[src/rtl/adder_ctrl_pkg.sv]
// Shared definitions for the bit-serial adder controller: FSM state
// encodings, the default operand width and a counter-width helper.
package adder_ctrl_pkg;

   // Default operand width in bits (legal range 2..32).
   localparam int unsigned DEFAULT_WIDTH = 8;

   // Controller states with fixed encodings.
   typedef enum logic [1:0] {
      IDLE  = 2'd0,
      SHIFT = 2'd1,
      DONE  = 2'd2
   } state_e;

   // Bit-counter width for a given operand width: clog2(w), never below 1.
   function automatic int unsigned cnt_width(input int unsigned w);
      return (w <= 2) ? 1 : $clog2(w);
   endfunction

endpackage

[src/rtl/FullAdder.sv]
// Single-bit full adder used as the datapath of the serial adder.
module FullAdder (
   output logic carry,
   output logic sum,
   input  logic a,
   input  logic b,
   input  logic cin
);

   // Sum is the parity of the inputs; carry is their majority.
   always_comb begin
      sum   = a ^ b ^ cin;
      carry = (a & b) | (a & cin) | (b & cin);
   end

endmodule

[src/rtl/serial_adder_ctrl.sv]
// Bit-serial adder controller: computes a + b + carry_in one bit per clock,
// LSB first, through a single FullAdder, and presents the registered result
// with a one-cycle done pulse.
module serial_adder_ctrl
   import adder_ctrl_pkg::*;
#(
   parameter int unsigned WIDTH = DEFAULT_WIDTH
) (
   input  logic             clk,
   input  logic             reset,
   input  logic             start,
   input  logic [WIDTH-1:0] a,
   input  logic [WIDTH-1:0] b,
   input  logic             carry_in,
   output logic             busy,
   output logic             done,
   output logic [WIDTH-1:0] sum,
   output logic             carry_out
);

   localparam int unsigned    CW       = cnt_width(WIDTH);
   localparam logic [CW-1:0]  LAST_BIT = CW'(WIDTH - 1);

   state_e           state_q,     state_d;
   logic [WIDTH-1:0] a_sr_q,      a_sr_d;
   logic [WIDTH-1:0] b_sr_q,      b_sr_d;
   // Holds the first WIDTH-1 sum bits; the last bit comes straight from the
   // adder on the final SHIFT cycle, so a full WIDTH-bit register is not needed.
   logic [WIDTH-2:0] sum_sr_q,    sum_sr_d;
   logic             carry_q,     carry_d;
   logic [CW-1:0]    cnt_q,       cnt_d;
   logic             busy_q,      busy_d;
   logic             done_q,      done_d;
   logic [WIDTH-1:0] sum_q,       sum_d;
   logic             carry_out_q, carry_out_d;

   logic             fa_sum;
   logic             fa_carry;
   logic [WIDTH-1:0] sum_shift;

   FullAdder u_fa (
      .carry (fa_carry),
      .sum   (fa_sum),
      .a     (a_sr_q[0]),
      .b     (b_sr_q[0]),
      .cin   (carry_q)
   );

   // Next-state and datapath: load on accepted start, one bit per SHIFT cycle,
   // publish the result on the last SHIFT cycle.
   always_comb begin
      state_d     = state_q;
      a_sr_d      = a_sr_q;
      b_sr_d      = b_sr_q;
      sum_sr_d    = sum_sr_q;
      carry_d     = carry_q;
      cnt_d       = cnt_q;
      busy_d      = busy_q;
      done_d      = 1'b0;
      sum_d       = sum_q;
      carry_out_d = carry_out_q;
      sum_shift   = {fa_sum, sum_sr_q};

      case (state_q)
         IDLE: begin
            busy_d = 1'b0;
            if (start) begin
               state_d  = SHIFT;
               busy_d   = 1'b1;
               a_sr_d   = a;
               b_sr_d   = b;
               carry_d  = carry_in;
               cnt_d    = '0;
               sum_sr_d = '0;
            end
         end

         SHIFT: begin
            busy_d   = 1'b1;
            sum_sr_d = sum_shift[WIDTH-1:1];
            carry_d  = fa_carry;
            a_sr_d   = a_sr_q >> 1;
            b_sr_d   = b_sr_q >> 1;
            cnt_d    = cnt_q + CW'(1);
            if (cnt_q == LAST_BIT) begin
               state_d     = DONE;
               done_d      = 1'b1;
               sum_d       = sum_shift;
               carry_out_d = fa_carry;
            end
         end

         DONE: begin
            state_d = IDLE;
            busy_d  = 1'b0;
         end

         default: begin
            state_d = IDLE;
            busy_d  = 1'b0;
         end
      endcase
   end

   // State and output registers, cleared asynchronously by reset.
   always_ff @(posedge clk or posedge reset) begin
      if (reset) begin
         state_q     <= IDLE;
         a_sr_q      <= '0;
         b_sr_q      <= '0;
         sum_sr_q    <= '0;
         carry_q     <= 1'b0;
         cnt_q       <= '0;
         busy_q      <= 1'b0;
         done_q      <= 1'b0;
         sum_q       <= '0;
         carry_out_q <= 1'b0;
      end else begin
         state_q     <= state_d;
         a_sr_q      <= a_sr_d;
         b_sr_q      <= b_sr_d;
         sum_sr_q    <= sum_sr_d;
         carry_q     <= carry_d;
         cnt_q       <= cnt_d;
         busy_q      <= busy_d;
         done_q      <= done_d;
         sum_q       <= sum_d;
         carry_out_q <= carry_out_d;
      end
   end

   assign busy      = busy_q;
   assign done      = done_q;
   assign sum       = sum_q;
   assign carry_out = carry_out_q;

endmodule

[config.mk]
export PLATFORM = sky130hd
export DESIGN_NAME = serial_adder_ctrl
export DESIGN_NICKNAME = d
export VERILOG_FILES = /design/src/rtl/adder_ctrl_pkg.sv /design/src/rtl/FullAdder.sv /design/src/rtl/serial_adder_ctrl.sv
export SDC_FILE = /design/constraint.sdc
export NUM_CORES = 1
export LEC_CHECK = 0
export CAP_MARGIN = 20
export CORE_ASPECT_RATIO = 0.6
export CORE_MARGIN = 8
export CORE_UTILIZATION = 55
export CTS_CLUSTER_DIAMETER = 100
export DETAILED_ROUTE_END_ITERATION = 8
export GPL_TIMING_DRIVEN = 0
export PLACE_DENSITY = 0.84
export SYNTH_ARGS = -nofsm -noshare
export SYNTH_HDL_FRONTEND = slang
export SYNTH_SLANG_ARGS = --single-unit
[constraint.sdc]
create_clock -name clk -period 3.42 [get_ports clk]
set_input_delay 1.026 -clock clk [delete_from_list [all_inputs] [get_ports clk]]
set_output_delay 1.026 -clock clk [all_outputs]
set_load 0.005 [all_outputs]
==> results.sh <==
export IMPL_fill_cells=225
export IMPL_htree_levels=2
export IMPL_holdCritPathClass="flip-flop to flip-flop"
export IMPL_most_common_layout_cells="dfrtp_1, clkdlybuf4s50_1, inv_1"
export IMPL_critPathLaunchType="input port"
export IMPL_yosysSeqAreaShare=0.5662
export IMPL_syn_cell_area_um2=1768
export IMPL_mostFrequentLayoutCell="dfrtp_1"
export IMPL_fin_crit_sh=0.7290
export IMPL_fin_skew_ns=0.008958
export IMPL_drive_gt1_frac=0.1732
export IMPL_power_density_nw_per_um2=880.3
export IMPL_drt_drc_violations_left=0
export IMPL_whs_ns=0.5047
export IMPL_firstDrtPassIters=4
export IMPL_cts_buffer_depth=2
export IMPL_synthCells=141
export IMPL_hold_violations=0
export IMPL_wire_per_inst_um=19.10
export IMPL_ctsResizeCount=0
export IMPL_synth_edff_count=0
export IMPL_worstPathMaxFanout=10
export IMPL_drtIter0Drc=90
export IMPL_period_needed_ns=2.493
export IMPL_grt_start_max_net_pins=41
export IMPL_critPathArrivalTime_ns=2.64
export IMPL_clkTransAtPathRegs_ns=0.08
export IMPL_post_cts_setup_buffer_count=0
export IMPL_avgSynthCellArea_um2=12.54
export IMPL_ys_flop_type="dfrtp_1"
export IMPL_synth_cell_types=23
export IMPL_cts_tree="yes"
export IMPL_maxCapViolCount=0
export IMPL_die_h_um=59.92
export IMPL_port_buffer_count=30
export IMPL_power_mw=1.965
export IMPL_grt_pass1_vias=1297
export IMPL_core_um2=3163
export IMPL_ant_nets=0
export IMPL_max_slew_margin=0.4611
export IMPL_setup_tns_ns=0
export IMPL_tightest_slew_ns=0.8072
export IMPL_leakage_nw=1.009
export IMPL_die_area_um2=5344
export IMPL_rows=16
export IMPL_cp_end_kind="flip-flop"
export IMPL_finalSetupViolations=0
export IMPL_async_flop_share=1.000
export IMPL_vias=1314
export IMPL_antenna_found_initial=0
export IMPL_outcome="finished, final reports clean"
export IMPL_vias_per_cell=5.866
export IMPL_cts_root_buf="clkbuf_8"
export IMPL_grt_overflow_total=0
export IMPL_syn_nets=164
export IMPL_cts_made_buffers=5
export IMPL_clk_latency_ns=0.30
export IMPL_final_core_util=0.7057
export IMPL_gp_congestion=0.8330
export IMPL_crit_required_ns=3.56
export IMPL_synth_seq_cells=40
export IMPL_start_util=0.5589
export IMPL_ios=31
export IMPL_fin_nets=201
export IMPL_wl_um=4279
export IMPL_max_freq_mhz=401.1
export IMPL_cts_num_sinks=40
export IMPL_irDropWorstVdd_v=0.0004792
export IMPL_die_w_um=89.20
export IMPL_hpwlAfterDp_um=2756
export IMPL_hold_buffers=0
export IMPL_maxSlewViolCount=0
export IMPL_grtUsageTotal=0.1783
export IMPL_rsz0062_at_grt="no"
export IMPL_area_growth_pct=26.26
export IMPL_diodes=0
export IMPL_yosysWarnings=0
export IMPL_path_class="input port to flip-flop"
export IMPL_grt_pass1_wl_um=6927
layer usage:
| metal | vias to the layer above | part of all wire | track usage |
|---|---|---|---|
| met5 | - | 0 | 0 |
| met4 | 0 | 0.023 | 0.09390 |
| met3 | 11 | 0.074 | 0.06173 |
| met2 | 57 | 0.47 | 0.2466 |
| met1 | 654 | 0.44 | 0.2379 |
| li1 | 592 | - | - |
power by group:
part           switching (mW)  internal (mW)
sequential              0.143          0.684
combinational           0.345          0.412
clock                   0.165          0.217
total                   0.653           1.31
cell families (layout without fill, tap and decap cells):
group | Yosys count | count (layout) | share of synthesized area
adders and majority gates | 3 | 3 | 0.02548
muxes | 10 | 10 | 0.06299
and+or+nand+nor | 33 | 33 | 0.1323
buffers and inverters | 27 | 65 | 0.07148
DFF | 40 | 40 | 0.5662
AOI/OAI and AO/OA | 28 | 28 | 0.1415
synth_stat cells, drive strengths merged, types with 2 or more instances:
cell / number / area share
nor3b: 2 / 0.0085
nor2: 11 / 0.023
mux2: 9 / 0.057
dfrtp: 40 / 0.57
a22o: 9 / 0.045
inv: 15 / 0.032
a211o: 2 / 0.0099
nor4b: 11 / 0.054
clkbuf: 2 / 0.0042
o221a: 4 / 0.025
or4b: 4 / 0.023
a221oi: 11 / 0.054
ha: 2 / 0.014
nor4bb: 2 / 0.011
buf: 10 / 0.035
final timing paths:
check	start	slack, ns	end	cells after the start
worst max register to register	cnt_q[0]$_DFFE_PP0P_	1.72	carry_out$_DFFE_PP0P_	5
worst min-delay path	sum_sr_q[0]$_DFFE_PP0P_	0.50	sum_sr_q[0]$_DFFE_PP0P_	1
worst min register to register	sum_sr_q[0]$_DFFE_PP0P_	0.50	sum_sr_q[0]$_DFFE_PP0P_	1
max in group asynchronous	reset	1.71	sum[2]$_DFFE_PP0P_	2
worst max-delay path	start	0.93	b_sr_q[3]$_DFFE_PP0P_	5
min in group asynchronous	reset	1.20	sum_sr_q[4]$_DFFE_PP0P_	2
stage by stage:
step	setup slack (ns)	std cells	area, um2
6_report	0.9269	224	2232
5_1_grt	0.8135	224	2232
4_1_cts	0.9839	224	2232
3_5_place_dp	0.7271	216	2125
3_3_place_gp	0.7206	216	2125
2_1_floorplan	1.476	141	1768
layout make-up:
class,count,area [um2],share of cell area
Sequential cell,40,1001,0.4484
Buffer,12,70.07,0.03139
Multi-Input combinational cell,74,640.6,0.2870
Tap cell,45,56.30,0.02522
Inverter,15,56.30,0.02522
Timing Repair Buffer,30,300.3,0.1345
Clock buffer,6,72.57,0.03251
Clock inverter,2,35.03,0.01570
worst max-delay path, cell delays in order:
cell and delay (ns):
clkdlybuf4s50_1 0.50, buf_2 0.20, clkbuf_1 0.36, nor4b_1 0.44, a221oi_1 0.12
sequential cells by signal, indices dropped and copies added (netlist names):
name       cells
carry_q        1
state_q        2
done           1
busy           1
carry_out      1
sum            8
b_sr_q         8
a_sr_q         8
cnt_q          3
sum_sr_q       7
(Power assumes the default switching activity.)
